### src/rtl/sw_sel_seq.sv
// -----------------------------------------------------------------------------
// sw_sel_seq -- LVDA switch-selector command sequencer
//
// Accepts one switch-selector command (stage select + 8-bit address) at a time
// and walks the 15-bit switch-selector register through:
//   load -> feedback verify -> (complemented retry) -> READ -> register reset.
// The block owns the register's load (SSR_LOAD) and reset (SSR_CLR) strobes.
//
// Parameters (each constrained to 1..255):
//   VERIFY_CYC  cycles from a load strobe to the feedback sample
//   READ_CYC    cycles the READ bit is held in the register
//   RESET_CYC   cycles from the register-reset strobe to completion,
//               including the strobe cycle
//
// Ports:
//   SIM_CLK    in   system clock, rising edge
//   SIM_RST    in   synchronous active-high reset
//   CMD_REQ    in   command request (level, sampled only when idle)
//   CMD_STAGE  in   [3:0] stage select, captured at acceptance
//   CMD_ADDR   in   [7:0] switch address, captured at acceptance
//   CMD_ABORT  in   abort the command in progress
//   FB_ADDR    in   [7:0] selector feedback (complement of received address)
//   CMD_ACK    out  one-cycle pulse: request accepted
//   BUSY       out  high from the ACK cycle until the cycle before DONE
//   DONE       out  one-cycle pulse: sequence finished
//   ERR        out  one-cycle pulse with DONE on double verify failure/abort
//   SSR_LOAD   out  one-cycle register load strobe
//   SSR_DATA   out  [14:0] register image {0, COMPL, READ, stage, addr}
//   SSR_CLR    out  one-cycle register reset strobe (held while in reset)
// -----------------------------------------------------------------------------
module sw_sel_seq #(
  parameter int VERIFY_CYC = 4,
  parameter int READ_CYC   = 8,
  parameter int RESET_CYC  = 2
) (
  input  logic        SIM_CLK,
  input  logic        SIM_RST,
  input  logic        CMD_REQ,
  input  logic [3:0]  CMD_STAGE,
  input  logic [7:0]  CMD_ADDR,
  input  logic        CMD_ABORT,
  input  logic [7:0]  FB_ADDR,
  output logic        CMD_ACK,
  output logic        BUSY,
  output logic        DONE,
  output logic        ERR,
  output logic        SSR_LOAD,
  output logic [14:0] SSR_DATA,
  output logic        SSR_CLR
);

  // Down-counter reload values. VERIFY counts V..0 so the feedback sample
  // lands on the edge ending the V-th cycle after the load strobe; READ and
  // the reset wait include their first (strobe) cycle, hence the -1.
  localparam logic [7:0] VERIFY_LD = 8'(VERIFY_CYC);
  localparam logic [7:0] READ_LD   = 8'(READ_CYC - 1);
  localparam logic [7:0] RESET_LD  = 8'(RESET_CYC - 1);

  typedef enum logic [2:0] {
    IDLE   = 3'd0,
    VERIFY = 3'd1,
    READ   = 3'd2,
    CLEAR  = 3'd3,
    FINISH = 3'd4
  } state_t;

  // Register image layout: {1'b0, COMPL, READ, stage[3:0], addr_field[7:0]}.
  function automatic logic [14:0] ssr_image(input logic [3:0] stage,
                                            input logic [7:0] addr_field,
                                            input logic       read_bit,
                                            input logic       compl_bit);
    return {1'b0, compl_bit, read_bit, stage, addr_field};
  endfunction

  state_t      state_q, state_d;
  logic [7:0]  cnt_q, cnt_d;
  logic        retry_q, retry_d;       // a complemented reload follows CLEAR
  logic        on_retry_q, on_retry_d; // current attempt is the retry
  logic        fail_q, fail_d;         // report ERR with DONE

  logic        ack_q, ack_d;
  logic        busy_q, busy_d;
  logic        done_q, done_d;
  logic        err_q, err_d;
  logic        load_q, load_d;
  logic        clr_q, clr_d;
  logic [14:0] data_q, data_d;

  logic [3:0]  stage_q;
  logic [7:0]  addr_q;
  logic        cap_en;
  logic        fb_match;
  logic        retry_eff;

  // The selector echoes the complement of whatever address field it holds,
  // so the same compare works for both the true and the complemented load.
  assign fb_match = (FB_ADDR == ~data_q[7:0]);

  // ---------------------------------------------------------------------------
  // Next-state and registered-output decode
  // ---------------------------------------------------------------------------
  always_comb begin
    state_d    = state_q;
    cnt_d      = cnt_q;
    retry_d    = retry_q;
    on_retry_d = on_retry_q;
    fail_d     = fail_q;
    ack_d      = 1'b0;
    done_d     = 1'b0;
    err_d      = 1'b0;
    load_d     = 1'b0;
    clr_d      = 1'b0;
    data_d     = data_q;
    cap_en     = 1'b0;
    retry_eff  = retry_q;

    unique case (state_q)
      IDLE: begin
        if (CMD_REQ) begin
          cap_en     = 1'b1;
          ack_d      = 1'b1;
          load_d     = 1'b1;
          data_d     = ssr_image(CMD_STAGE, CMD_ADDR, 1'b0, 1'b0);
          cnt_d      = VERIFY_LD;
          retry_d    = 1'b0;
          on_retry_d = 1'b0;
          fail_d     = 1'b0;
          state_d    = VERIFY;
        end
      end

      VERIFY: begin
        if (CMD_ABORT) begin
          retry_d = 1'b0;
          fail_d  = 1'b1;
          clr_d   = 1'b1;
          data_d  = '0;
          cnt_d   = RESET_LD;
          state_d = CLEAR;
        end else if (cnt_q == 8'd0) begin
          if (fb_match) begin
            load_d     = 1'b1;
            data_d[12] = 1'b1;
            cnt_d      = READ_LD;
            state_d    = READ;
          end else begin
            // First mismatch schedules a complemented reload; a mismatch on
            // that reload ends the command with an error.
            retry_d = ~on_retry_q;
            fail_d  = on_retry_q;
            clr_d   = 1'b1;
            data_d  = '0;
            cnt_d   = RESET_LD;
            state_d = CLEAR;
          end
        end else begin
          cnt_d = cnt_q - 8'd1;
        end
      end

      READ: begin
        if (CMD_ABORT || cnt_q == 8'd0) begin
          fail_d  = fail_q | CMD_ABORT;
          retry_d = 1'b0;
          clr_d   = 1'b1;
          data_d  = '0;
          cnt_d   = RESET_LD;
          state_d = CLEAR;
        end else begin
          cnt_d = cnt_q - 8'd1;
        end
      end

      // Reset wait that may still lead to a reload. An abort here cancels the
      // reload and turns the remainder into the final wait.
      CLEAR: begin
        if (retry_q && CMD_ABORT) begin
          retry_eff = 1'b0;
          retry_d   = 1'b0;
          fail_d    = 1'b1;
        end
        if (cnt_q == 8'd0) begin
          if (retry_eff) begin
            load_d     = 1'b1;
            data_d     = ssr_image(stage_q, ~addr_q, 1'b0, 1'b1);
            cnt_d      = VERIFY_LD;
            retry_d    = 1'b0;
            on_retry_d = 1'b1;
            state_d    = VERIFY;
          end else begin
            done_d  = 1'b1;
            err_d   = fail_d;
            state_d = IDLE;
          end
        end else begin
          cnt_d = cnt_q - 8'd1;
          if (!retry_eff) begin
            state_d = FINISH;
          end
        end
      end

      // Final reset wait: nothing but the countdown to DONE.
      FINISH: begin
        if (cnt_q == 8'd0) begin
          done_d  = 1'b1;
          err_d   = fail_q;
          state_d = IDLE;
        end else begin
          cnt_d = cnt_q - 8'd1;
        end
      end

      default: begin
        state_d = IDLE;
      end
    endcase

    busy_d = (state_d != IDLE);
  end

  // ---------------------------------------------------------------------------
  // State and output registers
  // ---------------------------------------------------------------------------
  always_ff @(posedge SIM_CLK) begin
    if (SIM_RST) begin
      state_q    <= IDLE;
      cnt_q      <= '0;
      retry_q    <= 1'b0;
      on_retry_q <= 1'b0;
      fail_q     <= 1'b0;
      ack_q      <= 1'b0;
      busy_q     <= 1'b0;
      done_q     <= 1'b0;
      err_q      <= 1'b0;
      load_q     <= 1'b0;
      clr_q      <= 1'b1;   // drop the relays while held in reset
      data_q     <= '0;
    end else begin
      state_q    <= state_d;
      cnt_q      <= cnt_d;
      retry_q    <= retry_d;
      on_retry_q <= on_retry_d;
      fail_q     <= fail_d;
      ack_q      <= ack_d;
      busy_q     <= busy_d;
      done_q     <= done_d;
      err_q      <= err_d;
      load_q     <= load_d;
      clr_q      <= clr_d;
      data_q     <= data_d;
    end
  end

  // Command capture: only consulted for the complemented reload.
  always_ff @(posedge SIM_CLK) begin
    if (cap_en) begin
      stage_q <= CMD_STAGE;
      addr_q  <= CMD_ADDR;
    end
  end

  assign CMD_ACK  = ack_q;
  assign BUSY     = busy_q;
  assign DONE     = done_q;
  assign ERR      = err_q;
  assign SSR_LOAD = load_q;
  assign SSR_DATA = data_q;
  assign SSR_CLR  = clr_q;

endmodule

### config.mk
export PLATFORM = sky130hd
export DESIGN_NAME = sw_sel_seq
export DESIGN_NICKNAME = d
export VERILOG_FILES = /design/src/rtl/sw_sel_seq.sv
export SDC_FILE = /design/constraint.sdc
export NUM_CORES = 1
export LEC_CHECK = 0
export ABC_AREA = 1
export BUFFER_PORTS_ARGS = -buffer_cell sky130_fd_sc_hd__buf_2
export CORE_UTILIZATION = 40
export CTS_BUF_LIST = sky130_fd_sc_hd__clkbuf_2
export CTS_CLUSTER_SIZE = 20
export DETAILED_ROUTE_END_ITERATION = 16
export SETUP_SLACK_MARGIN = 0.15
export SYNTH_ARGS = -nofsm -noshare
export SYNTH_HDL_FRONTEND = slang
export SYNTH_SLANG_ARGS = --single-unit
export TNS_END_PERCENT = 1
### constraint.sdc
create_clock -name SIM_CLK -period 1.95 [get_ports SIM_CLK]
set_input_delay 0 -clock SIM_CLK [delete_from_list [all_inputs] [get_ports SIM_CLK]]
set_output_delay 0 -clock SIM_CLK [all_outputs]
set_load 0.005 [all_outputs]
==> flow_summary.toml, run 1 <==
[outcome]
status = "finished, final reports clean"

[synth]
yosysWarningCount = 0
synthArstFlopShare = 0
syn_inst = 323
ys_seq_area_frac = 0.437
yosysTopAreaCell = "dfxtp_1"
yosys_register_bits = 46
synth_area_sq_um = 2380
synth_common_cells = "nand2_1 (74), nor2_1 (41), inv_1 (37), dfxtp_1 (34), o21ai_0 (30)"
ys_top_cells_by_area = "dfxtp_1 (29%), edfxtp_1 (15%), nand2_1 (12%)"
yosys.area.top_type_share = 0.286
syn-num-nets = 349
yosys.cell_count.top_type = "nand2_1"
synth.avg_cell_area_sq_um = 7.38
ys.flop_type = "dfxtp_1"
yosysUniqueCellTypes = 35
synth-edff-count = 12

[grt]
grt_max_degree = 27
antenna_found_initial = 0
grt_overflow = 0
globalRouteTotalUtil = 0.182
grt_pass1_vias = 1886
grt_pass1_wl_mm = 8.78

[critical_path]
critPathMaxStageDelay_ns = 0.38
rr_endpoint = "SSR_DATA[6]"
start_kind = "register"
reg2reg_slack_ns = 0.21
reg2reg_from = "cnt_q[0]"
worstRegToRegCells = 11
cp_max_fo = 6
arrival_ns = 2.11
critPathLaunch = "cnt_q[0]"
crit_buf_inv = 2
worstPathCellList = "inv_2, ha_1, nand2_2, nor2_8, nor2_2, nor2_4, nand2_4, nor2_8, buf_6, nand3_1, a21oi_1"
worst-setup-path-type = "register to register"
cp_top_family = "simple AND/OR/NAND/NOR gates"
cpMostUsedCell = "nor2_8"
end_kind = "register"
cp_slowest_cell = "dfxtp_2"
cp_data_required_time_ns = 2.32

[placed_design]
gp_congestion = 0.873
place_inst = 435
io_buffers = 43
dpl_worst_slack_ns = 0.0524
dp_hpwl_mm = 4.02

[routing]
dr.pass1.iters = 4
antenna_left = 0
drt_iter0_drc = 145
wl_mm = 5.43
drc = 0
routedWlPerCell_microns = 11.6
vias = 2185
via_per_inst = 4.67

[min_path]
hold_class = "primary input to register"
min_to = "SSR_CLR"
hp-start = "FB_ADDR[2]"
min_path_cells = 9

[power_and_ir_drop]
p_per_area_nw_per_um2 = 1570
p_leak_nw = 1.46
switchingPower_w = 0.00211
ir_drop_mv = 0.758
swShare = 0.443
internal-power_w = 0.00265
pwr-share-clk = 0.118
p_seq_frac = 0.320
combPwrFrac = 0.562

[die]
core_region_area_sq_um = 5610
start_util = 0.425
dieHeight_microns = 79.2
die_w_microns = 79.2
die_area_sq_um = 6270
rows = 27
io_pins = 45

[flow_run]
cap_violations = 0

[clock_tree]
ctsLongestPathBuffers = 2
path_clk_slew_ns = 0.24
cts_root_buf = "clkbuf_2"
cts_max_level = 2
clock_sink_count = 46
clk_latency_ns = 0.44
cts_tree = "yes"
cts_buffers = 5

[cells_and_area]
nNetsFinal = 421
postLayoutCoreUtil = 0.539
antenna_cells = 0
fillers = 572
finalNonFillerCells = 468
synthToLayoutAreaGrowth_pct = 26.9
drive_above_1_share = 0.255

[timing]
period_needed_ns = 1.74
fin_crit_sh = 0.890
setup_tns_ns = 0
max_freq_mhz = 576
setup_slack_ns = 0.214
fin_skew_ns = 0.0312
rsz0062_at_grt = "yes"
tightest_slew_ns = 0.512
finalSetupViolations = 0
final_hold_viol_count = 0
relSlewSlack = 0.659
drv_slew = 0
power by group through the flow:
stage	combinational (W)	sequential [W]	clock [W]
2_1_floorplan	0.00181	0.00151	0
3_3_place_gp	0.00233	0.00153	0
3_5_place_dp	0.00233	0.00153	0
4_1_cts	0.00254	0.00151	0.000577
5_1_grt	0.00301	0.00156	0.000616
6_report	0.00267	0.00152	0.000559
routing by layer:
layer | GRT usage | routed length [microns]
met2 | 0.278 | 2420
met1 | 0.258 | 2770
met3 | 0.0356 | 180
met4 | 0.0545 | 57
met5 | 0 | 0
layout by cell type (no fill, tap or decap), types with 5 or more instances in the layout:
cell           synthesis  final
nand2_1               74     73
buf_2                  1     43
nor2_1                41     39
inv_1                 37     35
o21ai_0               30     30
dfxtp_1               34     29
a21oi_1               22     20
nand3_1               18     17
buf_4                  1     16
dlygate4sd3_1          0     16
edfxtp_1              12     12
nor3_1                 9      9
nor2_2                 4      5
clkbuf_2               0      5
dfxtp_2                0      5
what timing repair did:
| action | in CTS | in global routing |
|---|---|---|
| gates cloned | 0 | 1 |
| hold buffers | 16 | 0 |
| pin swaps | 1 | 12 |
| endpoints found under the setup margin | 19 | 32 |
| setup buffers | 3 | 5 |
| resized for setup | 6 | 13 |
| endpoints found under the hold margin | 23 | 0 |
worst max path at each step:
stage	slack [ns]	end	cells after the start
after floorplan	0.29	SSR_DATA[2]	12
after global placement	0.11	SSR_DATA[5]	11
after detailed placement	0.05	SSR_DATA[6]	9
after CTS	0.15	SSR_DATA[4]	10
after global routing	0.12	SSR_DATA[4]	11
final	0.21	SSR_DATA[6]	11
per-stage QoR:
stage | power (W) | hold WS [ns] | area (sq um)
detailed placement | 0.00386 | 0.193 | 2680
global placement | 0.00386 | 0.193 | 2680
floorplan | 0.00332 | 0.0989 | 2380
global route | 0.00519 | 0.173 | 3020
CTS | 0.00463 | 0.157 | 2950
finish | 0.00475 | 0.167 | 3020
area by class of cell:
cell class              instances  area (sq um)  share of cell area
inverters                      39           146              0.0484
clock buffers                   5          25.0             0.00827
clock inverters                 3          47.5              0.0157
well taps                      72          90.1              0.0298
repair buffers                 77           518               0.171
flip-flops and latches         46          1050               0.346
multi-input cells             226          1150               0.380
flip-flops by register name, indices dropped and copies added (netlist names):
register	flops
ERR	1
SSR_CLR	1
cnt_q	8
stage_q	4
on_retry_q	1
CMD_ACK	1
retry_q	1
DONE	1
state_q	3
addr_q	8
fail_q	1
SSR_LOAD	1
BUSY	1
SSR_DATA	14
logic make-up (layout without fill, tap and decap cells):
kind of cell             after synthesis  after routing  share of synthesized area
AO/OA/AOI/OAI                         56             56                      0.125
flip-flops                            46             46                      0.437
XOR/XNOR                               2              2                    0.00735
adder cells (fa/ha/maj)                2              2                     0.0105
AND/OR/NAND/NOR                      165            165                      0.324
other                                  1              1                    0.00157
buffers and inverters                 51            124                     0.0951
worst register-to-register path, stage by stage (launching register included):
cell,delay (ns)
dfxtp_2,0.38
inv_2,0.08
ha_1,0.16
nand2_2,0.09
nor2_8,0.16
nor2_2,0.07
nor2_4,0.14
nand2_4,0.10
nor2_8,0.16
buf_6,0.13
nand3_1,0.08
a21oi_1,0.15
No activity file was read; power rests on OpenSTA's default activity.
==> run 2: changes to the inputs <==
--- a/config.mk
+++ b/config.mk
@@ -11,6 +11,7 @@
 export CTS_BUF_LIST = sky130_fd_sc_hd__clkbuf_2
 export CTS_CLUSTER_SIZE = 20
 export DETAILED_ROUTE_END_ITERATION = 16
+export GPL_TIMING_DRIVEN = 0
 export SETUP_SLACK_MARGIN = 0.15
 export SYNTH_ARGS = -nofsm -noshare
 export SYNTH_HDL_FRONTEND = slang
==> flow_summary.toml, run 2 (same netlist as run 1, synthesis figures left out) <==
[cells_and_area]
nNetsFinal = 424
multiInputGateArea_sq_um = 1130
largest_reg_flops = 14
fin_area_sq_um = 3000
register_area_sq_um = 1040
drive_above_1_share = 0.236
antenna_cells = 0
mostFrequentLayoutCell = "nand2_1"
synthToLayoutAreaGrowth_pct = 25.8
mostFrequentLayoutCells = "nand2_1 (73), buf_2 (43), nor2_1 (40), inv_1 (34), dfxtp_1 (32)"
finalNonFillerCells = 471
fillers = 562

[critical_path]
critPathMaxStageDelay_ns = 0.37
worst-setup-path-type = "register to register"
cp_data_required_time_ns = 2.29
cp_top_family = "simple AND/OR/NAND/NOR gates"
cp_slowest_cell = "dfxtp_2"
arrival_ns = 2.10
reg2reg_from = "cnt_q[0]"
critPathLaunch = "cnt_q[0]"
worstPathCellList = "inv_2, ha_2, nand2_2, nor2_8, nor2_2, nor2_4, nand2_4, buf_4, o21ai_4, o21bai_1, nor2_1"
cp_max_fo = 6
crit_buf_inv = 2
end_kind = "register"
start_kind = "register"

[grt]
grt_max_degree = 15
globalRouteTotalUtil = 0.191
grt_pass1_vias = 2033
grt_overflow = 0
antenna_found_initial = 0
grt_pass1_wl_mm = 9.27

[die]
dieHeight_microns = 79.2
die_w_microns = 79.2
core_region_area_sq_um = 5610
start_util = 0.425
rows = 27
io_pins = 45
die_area_sq_um = 6270

[routing]
drt_iter0_drc = 106
dr.pass1.iters = 4
wl_mm = 5.62
via_per_inst = 4.71
antenna_left = 0
routedWlPerCell_microns = 11.9
drc = 0
vias = 2219

[clock_tree]
clk_latency_ns = 0.41
path_clk_slew_ns = 0.22
clock_sink_count = 46
ctsLongestPathBuffers = 2
cts_max_level = 2
cts_tree = "yes"
cts_root_buf = "clkbuf_2"
cts_buffers = 5

[power_and_ir_drop]
switchingPower_w = 0.00207
pwr-share-clk = 0.112
p_total_w = 0.00471
internal-power_w = 0.00264
p_leak_nw = 1.43
ir_drop_mv = 0.581
p_seq_frac = 0.320
combPwrFrac = 0.568
p_per_area_nw_per_um2 = 1570
swShare = 0.439

[placed_design]
io_buffers = 42
dp_hpwl_mm = 4.04
place_inst = 437
gp_congestion = 0.893
dpl_worst_slack_ns = 0.0837
placed_area_sq_um = 2680

[outcome]
status = "finished, final reports clean"

[timing]
drv_slew = 0
final_hold_viol_count = 0
fin_skew_ns = 0.0146
setup_tns_ns = 0
finalSetupViolations = 0
period_needed_ns = 1.77
tightest_slew_ns = 0.543
setup_slack_ns = 0.185
rsz0062_at_grt = "yes"
max_freq_mhz = 566
relSlewSlack = 0.638
fin_crit_sh = 0.905

[min_path]
hp-start = "FB_ADDR[2]"
hold_class = "primary input to register"

[flow_run]
cap_violations = 0
run 2: final cells by class:
cell class | instances | share of cell area
buffer | 12 | 0.0267
inverter | 39 | 0.0488
clock inverter | 2 | 0.0125
multi-input combinational | 226 | 0.376
tap | 72 | 0.0301
sequential | 46 | 0.348
clock buffer | 6 | 0.0100
timing repair buffer | 68 | 0.148
run 2: final timing paths:
check	end	slack, ns	cells after the start
min reg2reg	SSR_DATA[8]	0.48	2
min	SSR_CLR	0.22	9
max reg2reg	cnt_q[6]	0.18	11
max	cnt_q[6]	0.18	11
run 2: repair_timing:
action	4_1_cts	5_1_grt
endpoints found under the setup margin	14	15
gates cloned	0	1
resized for setup	2	8
setup buffers	5	5
endpoints found under the hold margin	24	0
hold buffers	15	0
pin swaps	2	5
run 2: metal layers:
layer / wire length [microns] / track usage / vias up
li1: - / - / 1181
met1: 2710 / 0.257 / 979
met2: 2590 / 0.307 / 54
met3: 265 / 0.0345 / 5
met4: 57 / 0.0655 / 0
met5: 0 / 0 / -
run 2: power by group through the flow:
stage                     registers (W)  clock network (W)  logic (W)
final                           0.00151           0.000529    0.00268
after global routing            0.00155           0.000582    0.00303
after CTS                       0.00150           0.000549    0.00253
after detailed placement        0.00153                  0    0.00237
after global placement          0.00152                  0    0.00237
after floorplan                 0.00151                  0    0.00181
run 2: per-stage QoR:
step / utilization / hold slack (ns)
after floorplan: - / 0.0989
after global placement: 0.478 / 0.188
after detailed placement: 0.478 / 0.191
after CTS: 0.525 / 0.165
after global routing: 0.535 / 0.211
final: 0.535 / 0.222
run 2: worst min-delay path, delay by kind of cell:
family,cells,cell delay [ns]
AO/OA/AOI/OAI,1,0.11
AND/OR/NAND/NOR,6,0.37
buffers and inverters,2,0.13
